$ cat src/rtl/rr_chan_mux.sv
// rr_chan_mux: registered N-to-1 valid/ready channel mux, round-robin (mode=0) or fixed select (mode=1)
// Ports: clk, rst (sync, active-high); mode, sel pick the arbitration policy;
// in_valid/in_data/in_ready are the NCH producer channels (channel i at in_data[i*WIDTH +: WIDTH]);
// out_valid/out_data/out_ch/out_ready form the single registered consumer channel.
module rr_chan_mux #(
  parameter int NCH   = 4,
  parameter int WIDTH = 8,
  parameter int SELW  = 2
) (
  input  logic                 clk,
  input  logic                 rst,
  input  logic                 mode,
  input  logic [SELW-1:0]      sel,
  input  logic [NCH-1:0]       in_valid,
  input  logic [NCH*WIDTH-1:0] in_data,
  output logic [NCH-1:0]       in_ready,
  output logic                 out_valid,
  output logic [WIDTH-1:0]     out_data,
  output logic [SELW-1:0]      out_ch,
  input  logic                 out_ready
);
  logic            accept, gv, xfer;
  logic [SELW-1:0] ptr, gidx;
  logic [SELW:0]   idx;
  logic [WIDTH-1:0] gdata;
  // Round-robin scan visits ptr, ptr+1, ... with an explicit modulo so non-power-of-two NCH wraps correctly
  always_comb begin
    gv = 1'b0;
    gidx = '0;
    idx = '0;
    gdata = '0;
    for (int k = 0; k < NCH; k++) begin
      idx = {1'b0, ptr} + (SELW+1)'(k);
      idx = idx >= (SELW+1)'(NCH) ? idx - (SELW+1)'(NCH) : idx;
      for (int c = 0; c < NCH; c++)
        if (!mode && !gv && idx == (SELW+1)'(c) && in_valid[c]) begin
          gv = 1'b1;
          gidx = SELW'(c);
        end
      if (mode && sel == SELW'(k) && in_valid[k]) begin
        gv = 1'b1;
        gidx = sel;
      end
    end
    for (int k = 0; k < NCH; k++)
      if (gidx == SELW'(k)) gdata = in_data[k*WIDTH +: WIDTH];
  end
  assign accept   = !out_valid || out_ready;
  assign xfer     = accept && gv && !rst;
  assign in_ready = xfer ? NCH'(1) << gidx : '0;
  always_ff @(posedge clk) begin
    if (rst) begin
      out_valid <= 1'b0;
      out_data  <= '0;
      out_ch    <= '0;
      ptr       <= '0;
    end else if (xfer) begin
      out_valid <= 1'b1;
      out_data  <= gdata;
      out_ch    <= gidx;
      ptr       <= gidx == SELW'(NCH-1) ? '0 : gidx + 1'b1;
    end else if (out_ready) begin
      out_valid <= 1'b0;
    end
  end
endmodule

$ cat config.mk
export PLATFORM = sky130hd
export DESIGN_NAME = rr_chan_mux
export DESIGN_NICKNAME = d
export VERILOG_FILES = /design/src/rtl/rr_chan_mux.sv
export SDC_FILE = /design/constraint.sdc
export NUM_CORES = 1
export LEC_CHECK = 0
export CAP_MARGIN = 20
export CORE_ASPECT_RATIO = 1.25
export CORE_MARGIN = 1
export CORE_UTILIZATION = 28
export CTS_CLUSTER_SIZE = 16
export DETAILED_ROUTE_END_ITERATION = 10
export HOLD_SLACK_MARGIN = 0.15
export PLACE_DENSITY_LB_ADDON = 0.05
export SYNTH_ARGS = -nofsm -noshare
export SYNTH_HDL_FRONTEND = slang
export SYNTH_SLANG_ARGS = --single-unit
$ cat constraint.sdc
create_clock -name clk -period 5.2 [get_ports clk]
set_clock_uncertainty 0.15 [all_clocks]
set_input_delay 1.56 -clock clk [delete_from_list [all_inputs] [get_ports clk]]
set_output_delay 1.56 -clock clk [all_outputs]
set_load 0.005 [all_outputs]
==> flow_summary.json <==
{
  "outcome": "completed",
  "global_route.usage.total": 0.181,
  "syn-num-nets": 196,
  "worst-r2r-setup-slack_ns": 1.91,
  "number_of_antenna_violations_at_the_first_check_in_global_routing": 0,
  "worstSetupPathDepth": 11,
  "cts-htree-levels": 1,
  "layout.core_utilization": 0.516,
  "synth_cells": 150,
  "yosysWarningCount": 0,
  "syn-cell-area_um2": 1170,
  "post_synth_most_frequent_cells": "sky130_fd_sc_hd__a211oi_1 (14), sky130_fd_sc_hd__dfxtp_1 (13), sky130_fd_sc_hd__inv_1 (12), sky130_fd_sc_hd__nand2_1 (12), sky130_fd_sc_hd__nor2b_1 (11)",
  "drt-pass1-iter-count": 4,
  "pin_count_of_the_biggest_net_entering_global_routing": 17,
  "synthToLayoutAreaGrowth_pct": 71.9,
  "setup-violations-final": 0,
  "place.gp.congestion": 0.801,
  "seq_power_share": 0.249,
  "worstSetupPathType": "in -> out",
  "antenna_cells": 0,
  "tritoncts": "yes",
  "cts-buffers-inserted": 3,
  "post-synth-top-area-cell": "sky130_fd_sc_hd__dfxtp_1",
  "power_leakage_uw": 0.000825,
  "dp.final_hpwl_mm": 3.11,
  "switchingPower_uw": 215,
  "dieHeight_um": 74.4,
  "clk_path_buf_depth": 2,
  "first_global_vias": 1355,
  "cts.reportedPaths.clkPinSlew_ns": 0.06,
  "drv_slew": 0,
  "ys_top_cells_by_area": "sky130_fd_sc_hd__dfxtp_1 (22%), sky130_fd_sc_hd__a211oi_1 (8.9%), sky130_fd_sc_hd__a221oi_1 (6.0%), sky130_fd_sc_hd__nor2b_1 (5.9%), sky130_fd_sc_hd__o31ai_1 (5.1%)",
  "seq_area_um2": 260,
  "post-route-min-period_ns": 5.12,
  "timing.critical_path.cells": "dlygate4sd2_1, buf_6, nand3b_1, o311ai_2, a221oi_2, buf_4, buf_4, inv_1, ha_2, and3_4, dlygate4sd2_1",
  "synth-seq-area-share": 0.222,
  "arrival_ns": 3.41,
  "avgViaCountPerCell": 5.06,
  "tightest_slew_ns": 0.478,
  "end_kind": "primary output",
  "floorplan.die_area_um2": 4460,
  "die_width_um": 59.9,
  "path_buf_inv": 6,
  "setup.worst_path.start": "in_valid[2]",
  "worstHoldPathType": "reg -> reg",
  "drt_first_iter_violations": 48,
  "first_pass_grt_wire_length_mm": 6.03,
  "cts_num_sinks": 13,
  "cp-start-kind": "primary input",
  "achievable-frequency_mhz": 195,
  "placement.cell_area_um2": 1900,
  "synthDistinctLibCells": 42,
  "intPower_uw": 368,
  "final_count_of_hold_timing_violations": 0,
  "setup_crit_end": "in_ready[2]",
  "final_design_area_no_fill_um2": 2020,
  "crit_path_max_fanout": 5,
  "row_count": 25,
  "ctsRootBufferMaster": "sky130_fd_sc_hd__clkbuf_8",
  "yosys_most_used_dff": "sky130_fd_sc_hd__dfxtp_1",
  "rr_endpoint": "out_data[7]",
  "core-area_um2": 3910,
  "clock_network_power_share": 0.161,
  "placement.io_buffers": 56,
  "dr_total_vias": 1407,
  "power_density_nw_per_um2": 289,
  "reg2reg_depth": 13,
  "route.detailed.drc": 0,
  "peakVddDrop_v": 0.000114,
  "layout-drive-gt1-share": 0.219,
  "maxCapViolCount": 0,
  "total_power_uw": 583,
  "num-nets-final": 271,
  "top_level_ports": 57,
  "grt_remaining_overflow": 0,
  "p_comb_frac": 0.589,
  "clkLatencyLatePin_ns": 0.24,
  "timing.slew.headroom": 0.681,
  "avgRoutedWirePerCell_um": 14.5,
  "fraction_of_post_synthesis_cell_area_in_the_top_cell_type_by_area": 0.222,
  "cp_top_family": "buffers and inverters",
  "worstReg2RegStart": "ptr[0]",
  "synth_area_per_cell_um2": 7.83,
  "nFillCells": 404,
  "switching_share": 0.369,
  "fin_crit_sh": 0.985,
  "fin_setup_tns_ns": 0,
  "multi_input_comb_area_um2": 845,
  "critical_path_required_ns": 3.49,
  "hold_buffers": 0,
  "critPathMaxStageDelay_ns": 0.34,
  "initial_core_util": 0.300,
  "synth_edf_count": 0,
  "antenna_left": 0,
  "async_sr_flop_fraction": 0,
  "slowest_stage": "sky130_fd_sc_hd__o311ai_2",
  "totalWireLength_mm": 4.03,
  "yosys_register_bits": 13,
  "synthMostInstantiatedCell": "sky130_fd_sc_hd__a211oi_1"
}
-- registers in the layout, indices dropped and copies added (netlist names) --
| name | cells |
|---|---|
| out_ch | 2 |
| out_data | 8 |
| out_valid | 1 |
| ptr | 2 |
-- cell usage in the layout (no fill, tap or decap), drive strengths merged, types with 2 or more instances in the layout --
master          n
and3            6
buf            27
nor2b          11
and4b           2
nand3b          2
a211oi         14
a221oi          8
a31oi           2
o211ai          3
clkdlybuf4s50  45
nor2            3
dfxtp          13
clkbuf          5
a21oi           9
nand3           4
o211a           2
ha              4
o21ai           3
nor3            2
mux2i           2
o31ai           8
inv            12
nand2b          4
nand2          12
dlygate4sd2     8
-- power groups by stage --
stage / sequential, uW / clock [uW] / combinational, uW
CTS: 145 / 99.6 / 342
detailed placement: 148 / 0 / 326
global placement: 146 / 0 / 324
floorplan: 140 / 0 / 184
finish: 145 / 94.1 / 344
global route: 149 / 102 / 382
-- stage by stage --
step / hold WS [ns] / instances / setup slack (ns)
2_1_floorplan: 0.300 / 150 / 0.0862
3_3_place_gp: 0.294 / 270 / -0.422
3_5_place_dp: 0.295 / 270 / -0.436
4_1_cts: 0.305 / 277 / 0.0197
5_1_grt: 0.334 / 278 / -0.0428
6_report: 0.302 / 278 / 0.0783
-- layer usage --
| metal | GRT usage | wire, um | vias up |
|---|---|---|---|
| li1 | - | - | 711 |
| met1 | 0.195 | 1590 | 659 |
| met2 | 0.348 | 2270 | 33 |
| met3 | 0.0296 | 125 | 4 |
| met4 | 0.0594 | 45 | 0 |
| met5 | 0 | 0 | - |
-- worst min-delay path by stage --
stage | start | cells past startpoint | slack [ns] | end
finish | out_data[2] | 2 | 0.30 | out_data[2]
global route | out_data[2] | 2 | 0.33 | out_data[2]
CTS | out_data[6] | 2 | 0.31 | out_data[6]
detailed placement | out_data[6] | 2 | 0.30 | out_data[6]
global placement | out_data[5] | 2 | 0.29 | out_data[5]
floorplan | out_data[0] | 2 | 0.30 | out_data[0]
-- what timing repair did --
action                                  in CTS  in global routing
endpoints found under the setup margin       4                  3
buffers inserted                             3                  1
pin swaps                                    6                  5
gates resized for setup                     23                  9
-- final cells by class --
type	count	area share
Multi-Input combinational cell	112	0.418
Timing Repair Buffer	83	0.374
Sequential cell	13	0.129
Tap cell	54	0.0335
Inverter	12	0.0223
Clock buffer	3	0.0204
Clock inverter	1	0.00248
-- kinds of logic (layout without fill, tap and decap cells) --
logic type / count (synthesis) / count (layout) / synth area share
compound gates: 57 / 57 / 0.374
simple gates: 48 / 48 / 0.235
buf+inv: 25 / 99 / 0.100
flops: 13 / 13 / 0.222
fa+ha+maj: 4 / 4 / 0.0426
mux: 3 / 3 / 0.0266
-- worst register-to-register path, delay by kind of cell, from the launching register on --
kind	cells	cell delay [ns]
AOI/OAI and AO/OA	7	1.45
and+or+nand+nor	2	0.60
DFF	1	0.49
buffers and inverters	3	0.34
adders and majority gates	1	0.17
No activity file was read; power rests on OpenSTA's default activity.
